## src/rtl/mem_bus_arbiter_pkg.sv

```systemverilog
// rtl/mem_bus_arbiter_pkg.sv - shared types and constants for the two-master memory bus arbiter
package mem_bus_arbiter_pkg;

  // Arbiter FSM states: bus idle, owned by master 0, owned by master 1.
  typedef enum logic [1:0] {
    IDLE = 2'd0,
    GNT0 = 2'd1,
    GNT1 = 2'd2
  } state_e;

  // Master index constants, also the encoding of the round-robin "last owner".
  localparam logic M0 = 1'b0;
  localparam logic M1 = 1'b1;

  // Address map bases for decoders and benches.
  localparam logic [31:0] RAM_BASE    = 32'h0000_0000;
  localparam logic [31:0] PERIPH_BASE = 32'h4000_0000;

endpackage

```

## src/rtl/mem_bus_arbiter_if.sv

```systemverilog
// rtl/mem_bus_arbiter_if.sv - bus bundle between the two masters, the arbiter and CPU_RAM
// Purpose: groups the per-master request/strobe/return signals and the shared
//   CPU_RAM bus (Addr/WriteData/MemRd/MemWr/ReadData).
// Modports:
//   master : bus-master view (drives req/rd/wr/addr/wdata, sees gnt/rdata/rvalid)
//   slave  : arbiter view (receives master requests, drives grants/returns and the RAM bus)
//   ram    : CPU_RAM view (receives Addr/WriteData/MemRd/MemWr, drives ReadData)
interface mem_bus_arbiter_if #(
  parameter int ADDR_W = 32,
  parameter int DATA_W = 32
) ();

  logic              m0_req;
  logic              m0_rd;
  logic              m0_wr;
  logic [ADDR_W-1:0] m0_addr;
  logic [DATA_W-1:0] m0_wdata;
  logic              m0_gnt;
  logic [DATA_W-1:0] m0_rdata;
  logic              m0_rvalid;

  logic              m1_req;
  logic              m1_rd;
  logic              m1_wr;
  logic [ADDR_W-1:0] m1_addr;
  logic [DATA_W-1:0] m1_wdata;
  logic              m1_gnt;
  logic [DATA_W-1:0] m1_rdata;
  logic              m1_rvalid;

  logic [ADDR_W-1:0] Addr;
  logic [DATA_W-1:0] WriteData;
  logic              MemRd;
  logic              MemWr;
  logic [DATA_W-1:0] ReadData;

  modport master (
    output m0_req, m0_rd, m0_wr, m0_addr, m0_wdata,
    output m1_req, m1_rd, m1_wr, m1_addr, m1_wdata,
    input  m0_gnt, m0_rdata, m0_rvalid,
    input  m1_gnt, m1_rdata, m1_rvalid
  );

  modport slave (
    input  m0_req, m0_rd, m0_wr, m0_addr, m0_wdata,
    input  m1_req, m1_rd, m1_wr, m1_addr, m1_wdata,
    output m0_gnt, m0_rdata, m0_rvalid,
    output m1_gnt, m1_rdata, m1_rvalid,
    output Addr, WriteData, MemRd, MemWr,
    input  ReadData
  );

  modport ram (
    input  Addr, WriteData, MemRd, MemWr,
    output ReadData
  );

endinterface

```

## src/rtl/mem_bus_arbiter_rr_pick2.sv

```systemverilog
// rtl/mem_bus_arbiter_rr_pick2.sv - combinational two-way round-robin pick
// Purpose: chooses the next bus owner from two requests and the last owner.
// Ports:
//   req0_i   : master 0 requesting
//   req1_i   : master 1 requesting
//   last_i   : index of the master that owned the bus last
//   winner_o : index of the chosen master (M0 when nobody requests; caller ignores it then)
module mem_bus_arbiter_rr_pick2
  import mem_bus_arbiter_pkg::*;
(
  input  logic req0_i,
  input  logic req1_i,
  input  logic last_i,
  output logic winner_o
);

  always_comb begin
    winner_o = M0;
    if (req0_i && req1_i) begin
      // Tie: the master that did not own the bus last goes first.
      winner_o = (last_i == M1) ? M0 : M1;
    end else if (req1_i) begin
      winner_o = M1;
    end
  end

endmodule

```

## src/rtl/mem_bus_arbiter.sv

```systemverilog
// rtl/mem_bus_arbiter.sv - round-robin arbiter sharing the CPU_RAM bus between two masters
// Purpose: M0 (CPU data port) and M1 (boot-loader/DMA) share one RAM bus. Grant is
//   derived from the registered FSM state, ties are broken round-robin, and an owner is
//   forced off after MAX_HOLD consecutive cycles while the other master is waiting.
// Ports:
//   clk   : system clock, all state on the rising edge
//   reset : asynchronous active-low reset
//   bus   : slave modport of mem_bus_arbiter_if (master requests/returns and RAM bus)
module mem_bus_arbiter
  import mem_bus_arbiter_pkg::*;
#(
  parameter int ADDR_W   = 32,
  parameter int DATA_W   = 32,
  parameter int MAX_HOLD = 8
) (
  input  logic               clk,
  input  logic               reset,
  mem_bus_arbiter_if.slave   bus
);

  localparam int                HOLD_W    = $clog2(MAX_HOLD) + 1;
  localparam logic [HOLD_W-1:0] HOLD_LAST = HOLD_W'(MAX_HOLD - 1);

  state_e            state_q, state_d;
  logic              rr_last_q, rr_last_d;
  logic [HOLD_W-1:0] hold_q, hold_d;
  logic              pick;

  logic [ADDR_W-1:0] addr_mux;
  logic [DATA_W-1:0] wdata_mux;
  logic              rd_mux;
  logic              wr_mux;

  logic              m0_rvalid_q, m1_rvalid_q;
  logic [DATA_W-1:0] m0_rdata_q, m1_rdata_q;

  mem_bus_arbiter_rr_pick2 u_pick (
    .req0_i   (bus.m0_req),
    .req1_i   (bus.m1_req),
    .last_i   (rr_last_q),
    .winner_o (pick)
  );

  // State register.
  always_ff @(posedge clk or negedge reset) begin
    if (!reset) begin
      state_q   <= IDLE;
      rr_last_q <= M1;
      hold_q    <= '0;
    end else begin
      state_q   <= state_d;
      rr_last_q <= rr_last_d;
      hold_q    <= hold_d;
    end
  end

  // Next-state logic. Leaving an owner always records it as last and clears the hold count.
  always_comb begin
    state_d   = state_q;
    rr_last_d = rr_last_q;
    hold_d    = hold_q;
    unique case (state_q)
      IDLE: begin
        if (bus.m0_req || bus.m1_req) begin
          state_d = (pick == M1) ? GNT1 : GNT0;
        end
      end
      GNT0: begin
        if (!bus.m0_req || (bus.m1_req && hold_q == HOLD_LAST)) begin
          state_d   = bus.m1_req ? GNT1 : IDLE;
          rr_last_d = M0;
          hold_d    = '0;
        end else if (bus.m1_req) begin
          hold_d = hold_q + HOLD_W'(1);
        end else begin
          hold_d = '0;
        end
      end
      GNT1: begin
        if (!bus.m1_req || (bus.m0_req && hold_q == HOLD_LAST)) begin
          state_d   = bus.m0_req ? GNT0 : IDLE;
          rr_last_d = M1;
          hold_d    = '0;
        end else if (bus.m0_req) begin
          hold_d = hold_q + HOLD_W'(1);
        end else begin
          hold_d = '0;
        end
      end
      default: begin
        state_d = IDLE;
      end
    endcase
  end

  // Output logic: the owner's strobes reach the RAM bus; a write suppresses a simultaneous read.
  always_comb begin
    addr_mux  = '0;
    wdata_mux = '0;
    rd_mux    = 1'b0;
    wr_mux    = 1'b0;
    unique case (state_q)
      GNT0: begin
        addr_mux  = bus.m0_addr;
        wdata_mux = bus.m0_wdata;
        rd_mux    = bus.m0_rd & ~bus.m0_wr;
        wr_mux    = bus.m0_wr;
      end
      GNT1: begin
        addr_mux  = bus.m1_addr;
        wdata_mux = bus.m1_wdata;
        rd_mux    = bus.m1_rd & ~bus.m1_wr;
        wr_mux    = bus.m1_wr;
      end
      default: begin
      end
    endcase
  end

  assign bus.Addr      = addr_mux;
  assign bus.WriteData = wdata_mux;
  assign bus.MemRd     = rd_mux;
  assign bus.MemWr     = wr_mux;
  assign bus.m0_gnt    = (state_q == GNT0);
  assign bus.m1_gnt    = (state_q == GNT1);

  // Read return: RAM data of the granted read cycle is returned one cycle later, even if
  // ownership has moved on by then.
  always_ff @(posedge clk or negedge reset) begin
    if (!reset) begin
      m0_rvalid_q <= 1'b0;
      m1_rvalid_q <= 1'b0;
      m0_rdata_q  <= '0;
      m1_rdata_q  <= '0;
    end else begin
      m0_rvalid_q <= (state_q == GNT0) && rd_mux;
      m1_rvalid_q <= (state_q == GNT1) && rd_mux;
      if ((state_q == GNT0) && rd_mux) m0_rdata_q <= bus.ReadData;
      if ((state_q == GNT1) && rd_mux) m1_rdata_q <= bus.ReadData;
    end
  end

  assign bus.m0_rvalid = m0_rvalid_q;
  assign bus.m1_rvalid = m1_rvalid_q;
  assign bus.m0_rdata  = m0_rdata_q;
  assign bus.m1_rdata  = m1_rdata_q;

endmodule

```

## src/flat_wrapper.sv

```systemverilog
// flat-port wrapper written by rule: the top's interface ports become plain ports
module mem_bus_arbiter_flat import mem_bus_arbiter_pkg::*;
#(
  parameter int ADDR_W   = 32,
  parameter int DATA_W   = 32,
  parameter int MAX_HOLD = 8
)
  (clk, reset, bus_m0_req, bus_m0_rd, bus_m0_wr, bus_m0_addr, bus_m0_wdata, bus_m1_req, bus_m1_rd, bus_m1_wr, bus_m1_addr, bus_m1_wdata, bus_m0_gnt, bus_m0_rdata, bus_m0_rvalid, bus_m1_gnt, bus_m1_rdata, bus_m1_rvalid, bus_Addr, bus_WriteData, bus_MemRd, bus_MemWr, bus_ReadData);
  mem_bus_arbiter_if #(.ADDR_W(ADDR_W), .DATA_W(DATA_W)) bus_i ();
  input  logic clk;
  input  logic reset;
  input wire logic [$bits(bus_i.m0_req)-1:0] bus_m0_req;
  input wire logic [$bits(bus_i.m0_rd)-1:0] bus_m0_rd;
  input wire logic [$bits(bus_i.m0_wr)-1:0] bus_m0_wr;
  input wire logic [$bits(bus_i.m0_addr)-1:0] bus_m0_addr;
  input wire logic [$bits(bus_i.m0_wdata)-1:0] bus_m0_wdata;
  input wire logic [$bits(bus_i.m1_req)-1:0] bus_m1_req;
  input wire logic [$bits(bus_i.m1_rd)-1:0] bus_m1_rd;
  input wire logic [$bits(bus_i.m1_wr)-1:0] bus_m1_wr;
  input wire logic [$bits(bus_i.m1_addr)-1:0] bus_m1_addr;
  input wire logic [$bits(bus_i.m1_wdata)-1:0] bus_m1_wdata;
  output wire logic [$bits(bus_i.m0_gnt)-1:0] bus_m0_gnt;
  output wire logic [$bits(bus_i.m0_rdata)-1:0] bus_m0_rdata;
  output wire logic [$bits(bus_i.m0_rvalid)-1:0] bus_m0_rvalid;
  output wire logic [$bits(bus_i.m1_gnt)-1:0] bus_m1_gnt;
  output wire logic [$bits(bus_i.m1_rdata)-1:0] bus_m1_rdata;
  output wire logic [$bits(bus_i.m1_rvalid)-1:0] bus_m1_rvalid;
  output wire logic [$bits(bus_i.Addr)-1:0] bus_Addr;
  output wire logic [$bits(bus_i.WriteData)-1:0] bus_WriteData;
  output wire logic [$bits(bus_i.MemRd)-1:0] bus_MemRd;
  output wire logic [$bits(bus_i.MemWr)-1:0] bus_MemWr;
  input wire logic [$bits(bus_i.ReadData)-1:0] bus_ReadData;
  assign bus_i.m0_req = bus_m0_req;
  assign bus_i.m0_rd = bus_m0_rd;
  assign bus_i.m0_wr = bus_m0_wr;
  assign bus_i.m0_addr = bus_m0_addr;
  assign bus_i.m0_wdata = bus_m0_wdata;
  assign bus_i.m1_req = bus_m1_req;
  assign bus_i.m1_rd = bus_m1_rd;
  assign bus_i.m1_wr = bus_m1_wr;
  assign bus_i.m1_addr = bus_m1_addr;
  assign bus_i.m1_wdata = bus_m1_wdata;
  assign bus_m0_gnt = bus_i.m0_gnt;
  assign bus_m0_rdata = bus_i.m0_rdata;
  assign bus_m0_rvalid = bus_i.m0_rvalid;
  assign bus_m1_gnt = bus_i.m1_gnt;
  assign bus_m1_rdata = bus_i.m1_rdata;
  assign bus_m1_rvalid = bus_i.m1_rvalid;
  assign bus_Addr = bus_i.Addr;
  assign bus_WriteData = bus_i.WriteData;
  assign bus_MemRd = bus_i.MemRd;
  assign bus_MemWr = bus_i.MemWr;
  assign bus_i.ReadData = bus_ReadData;
  mem_bus_arbiter #(.ADDR_W(ADDR_W), .DATA_W(DATA_W), .MAX_HOLD(MAX_HOLD)) u_core (.clk(clk), .reset(reset), .bus(bus_i));
endmodule
```

## config.mk

```make
export PLATFORM = sky130hd
export DESIGN_NAME = mem_bus_arbiter_flat
export DESIGN_NICKNAME = d
export VERILOG_FILES = /design/src/rtl/mem_bus_arbiter_pkg.sv /design/src/rtl/mem_bus_arbiter_if.sv /design/src/rtl/mem_bus_arbiter_rr_pick2.sv /design/src/rtl/mem_bus_arbiter.sv /design/src/flat_wrapper.sv
export SDC_FILE = /design/constraint.sdc
export NUM_CORES = 1
export LEC_CHECK = 0
export BUFFER_PORTS_ARGS = -buffer_cell sky130_fd_sc_hd__buf_2
export CORE_AREA = 3 3 116 118
export DETAILED_ROUTE_END_ITERATION = 6
export DIE_AREA = 0 0 119 121
export PLACE_DENSITY = 0.65
export SETUP_SLACK_MARGIN = 0.05
export SLEW_MARGIN = 30
export SYNTH_ARGS = -nofsm -noshare
export SYNTH_HDL_FRONTEND = slang
export SYNTH_SLANG_ARGS = --single-unit
```

## constraint.sdc

```tcl
create_clock -name clk -period 4.2 [get_ports clk]
set_clock_uncertainty 0.15 [all_clocks]
set_input_delay 0.42 -clock clk [delete_from_list [all_inputs] [get_ports clk]]
set_output_delay 0.42 -clock clk [all_outputs]
set_load 0.05 [all_outputs]
```

==> impl_results.rst <==
.. list-table::
   :header-rows: 1

   * - Metric
     - Value
   * - Max Slew Vio Count
     - 0
   * - Time the final worst path needs with I/O delays and setup
     - about 3000 ps
   * - Clock Tree Buf Depth
     - 2
   * - Half-perimeter wire length after detailed placement
     - 10.6 mm
   * - Die area
     - 14400 um2
   * - Crit path largest cell delay
     - roughly 570 ps
   * - Distinct cell type count after synthesis
     - 36
   * - Final setup slack of the worst path
     - between 1000 and 1500 ps
   * - Inst Count DP
     - 792
   * - Final instance area
     - a little over 6000 um2
   * - Register area share after synthesis
     - 43.5%
   * - Top FF cell, synth
     - dfrtp_1
   * - Critical path buffers and inverters
     - 3
   * - CP top delay family
     - buffers and inverters
   * - Slew at the pin closest to its max-slew limit
     - 597 ps
   * - Total global routing track utilization
     - 17.4%
   * - Required time worst endpoint
     - ~3600 ps
   * - Highest fanout seen on the critical path
     - 40
   * - RSZ-0062 raised after global routing
     - no
   * - Syn nets
     - 521
   * - Total wirelength of the detailed-routed design
     - ~14 mm
   * - Clock tree root driver cell
     - clkbuf_16
   * - Maximum vdd ir drop
     - 432 uV
   * - Starting density of the core
     - 33.4%
   * - Outcome
     - completed
   * - Max-cap violation count
     - 0
   * - TritonCTS clock tree
     - yes
   * - Count of nets left with antenna violations after detail routing
     - 0
   * - Final weighted congestion in routability-driven placement
     - 0.800
   * - Number of CTS-inserted buffers
     - 9
   * - Total area of multi-input combinational cells
     - 2170 um2
   * - Most used standard cell by instance count after synthesis
     - dfrtp_1
   * - Standard cell with the maximum stage delay on the critical path
     - ha_2
   * - Cells traversed along the worst timing path
     - inv_1 -> ha_2 -> buf_4 -> a22oi_1 -> nor2b_1 -> buf_2
   * - Cells taking the most area after synthesis
     - dfrtp_1, mux2_4, a22oi_1, nor2b_1, buf_6
   * - Crit Path Category
     - reg2out
   * - Type of destination of the critical path
     - primary output
   * - Final Hold Vio Count
     - 0
   * - Arrival time at the worst endpoint
     - between 2000 and 2500 ps
   * - Height of the die
     - roughly 120 um
   * - Number of setup violations in the final report
     - 0
   * - Antenna violations before repair
     - 3
   * - Area of the core region
     - 12600 um2
   * - DR vias/cell
     - between 4 and 5
   * - First-pass detailed-route iteration total
     - 4
   * - Layout Area Growth over Synthesis
     - 45.0%
   * - Core Rows
     - 41
   * - Sinks on Clock Net
     - 73
   * - Die Span X
     - 119 um
   * - Source-to-sink clock delay at the later pin of the worst-skew pair
     - ~320 ps
   * - Area of placed instances
     - 5790 um2
   * - Count of input and output buffers
     - approximately 300
   * - Synth Register Bits
     - 73
   * - Post-route insts no fill
     - between 800 and 900
   * - Library cell occupying the most area in the post-synthesis netlist
     - dfrtp_1
   * - Global route overflow
     - 0
   * - Worst Setup Start Kind
     - register
   * - Fraction of layout cells with a size suffix above 1
     - 61.4%
   * - Count of fill cells added during filler insertion
     - 1180
   * - EDFF count, synth
     - 0
   * - Cell area after synthesis
     - 4200 um2
   * - Total via count after detailed routing
     - 3877
   * - Tcrit/Tclk final
     - 71.9%
   * - Proportion of synthesized flip-flops having asynchronous set or reset
     - 100%
   * - Clock edge transition at the registers on the reported setup and hold paths
     - ~60 ps
   * - Relative slew slack
     - 60.2%
   * - Highest clock rate
     - 331 MHz
   * - Post-synth top area share
     - 42.9%
   * - Pin count of the biggest net entering global routing
     - 73
   * - Global-route wire length before repair
     - 20.4 mm
   * - Per-instance average area after synthesis
     - 12.1 um2
   * - Leakage
     - approximately 3.4 nW
   * - Iter 0 DRT Violations
     - 171
   * - Number of placed I/O pins
     - 302
   * - PD cells
     - 791 nW/um2
   * - Vias in the first global route
     - 3961
   * - Register area
     - ~1800 um2
   * - Worst min-delay path class
     - in2reg
   * - Worst slack after detailed placement
     - ~1500 ps
   * - Total Nets Final
     - around 810
   * - # Post-CTS Setup Buffers
     - 0
   * - Leading post-synthesis cells by instance count
     - dfrtp_1, a22oi_1, nor2b_1
   * - Number of levels the H-tree was split into
     - 3
   * - Post-Synthesis Cells
     - 348
   * - DRC errors left
     - 0
   * - Yosys warns
     - 0
   * - Final total negative setup slack
     - 0 ps
   * - Wirelength per Cell
     - 16.7 um
## registers in the layout (all words and copies together), names as in the netlist
| name | cells |
|---|---|
| u_core.bus.m0_rvalid | 1 |
| u_core.hold_q | 4 |
| u_core.bus.m1_rdata | 32 |
| u_core.bus.m0_rdata | 32 |
| u_core.state_q | 2 |
| u_core.rr_last_q | 1 |
| u_core.bus.m1_rvalid | 1 |
## placed cells by master (no fill, tap or decap), types with 2 or more instances in the layout
cell | netlist | final
mux2_4 | 58 | 58
a21o_4 | 0 | 2
nand3b_1 | 3 | 3
nor2_1 | 3 | 3
dfrtp_1 | 72 | 72
buf_2 | 4 | 300
nand2_1 | 4 | 4
nor2b_1 | 65 | 65
a22oi_1 | 66 | 66
mux2_2 | 6 | 6
inv_1 | 6 | 6
nand4_1 | 2 | 2
o221ai_1 | 2 | 2
o21a_1 | 2 | 2
clkbuf_16 | 0 | 9
o21ai_0 | 2 | 2
buf_4 | 2 | 4
ha_1 | 5 | 3
ha_2 | 0 | 2
clkinvlp_4 | 0 | 2
a21boi_0 | 2 | 2
diode_2 | 0 | 3
clkinv_2 | 0 | 2
## power breakdown
| part | total (mW) | internal, mW | switching [mW] |
|---|---|---|---|
| Sequential | 1.06 | 0.924 | 0.136 |
| Clock | 0.717 | 0.417 | 0.300 |
| Combinational | 3.04 | 0.941 | 2.09 |
| Total | 4.81 | 2.28 | 2.53 |
## stage by stage
step           utilization (%)  power (mW)  hold WS [ps]
2_1_floorplan                -        3.45         -25.6
3_3_place_gp              45.9        4.06           336
3_5_place_dp              46.0        4.11           336
4_1_cts                   48.3        4.85           105
5_1_grt                   48.4        5.05           179
6_report                  48.4        4.81           193
## what timing repair did
item	4_1_cts	5_1_grt
endpoints found under the hold margin	0	38
resized for setup	0	0
hold buffers	0	1
## worst paths after layout
check	start	end	slack, ps	cells after the start
hold reg to reg	u_core.bus.m1_rdata[1]$_DFFE_PN0P_	u_core.bus.m1_rdata[1]$_DFFE_PN0P_	350	1
max in group asynchronous	reset	u_core.bus.m1_rdata[30]$_DFFE_PN0P_	2600	3
setup / recovery	u_core.state_q[0]$_DFFE_PN0P_	bus_WriteData[7]	1180	6
setup reg to reg	u_core.state_q[0]$_DFFE_PN0P_	u_core.bus.m1_rdata[12]$_DFFE_PN0P_	1760	5
hold / removal	bus_ReadData[25]	u_core.bus.m0_rdata[25]$_DFFE_PN0P_	190	2
min in group asynchronous	reset	u_core.bus.m1_rvalid$_DFF_PN0_	470	2
## cell type report
| type | count | share of cell area, % |
|---|---|---|
| Multi-Input combinational cell | 236 | 35.7 |
| Sequential cell | 73 | 30.0 |
| Timing Repair Buffer | 306 | 25.7 |
| Clock buffer | 10 | 3.93 |
| Tap cell | 172 | 3.54 |
| Clock inverter | 6 | 0.699 |
| Inverter | 6 | 0.370 |
| Antenna cell | 3 | 0.123 |
## logic make-up after synthesis
kind of cell	share of synthesized area, %
compound gates	14.8
simple gates	12.0
flops	43.5
mux	22.6
buf+inv	5.22
fa+ha+maj	1.49
xor+xnor	0.417
## metal layers
layer  GRT usage, %  vias to the layer above  part of all wire [%]
met2           29.9                      180                    51
li1               -                     1823                     -
met1           20.4                     1861                    39
met5              0                        -                     0
met3           5.08                       13                   8.0
met4           7.31                        0                   1.4
No activity file was read; power rests on OpenSTA's default activity.
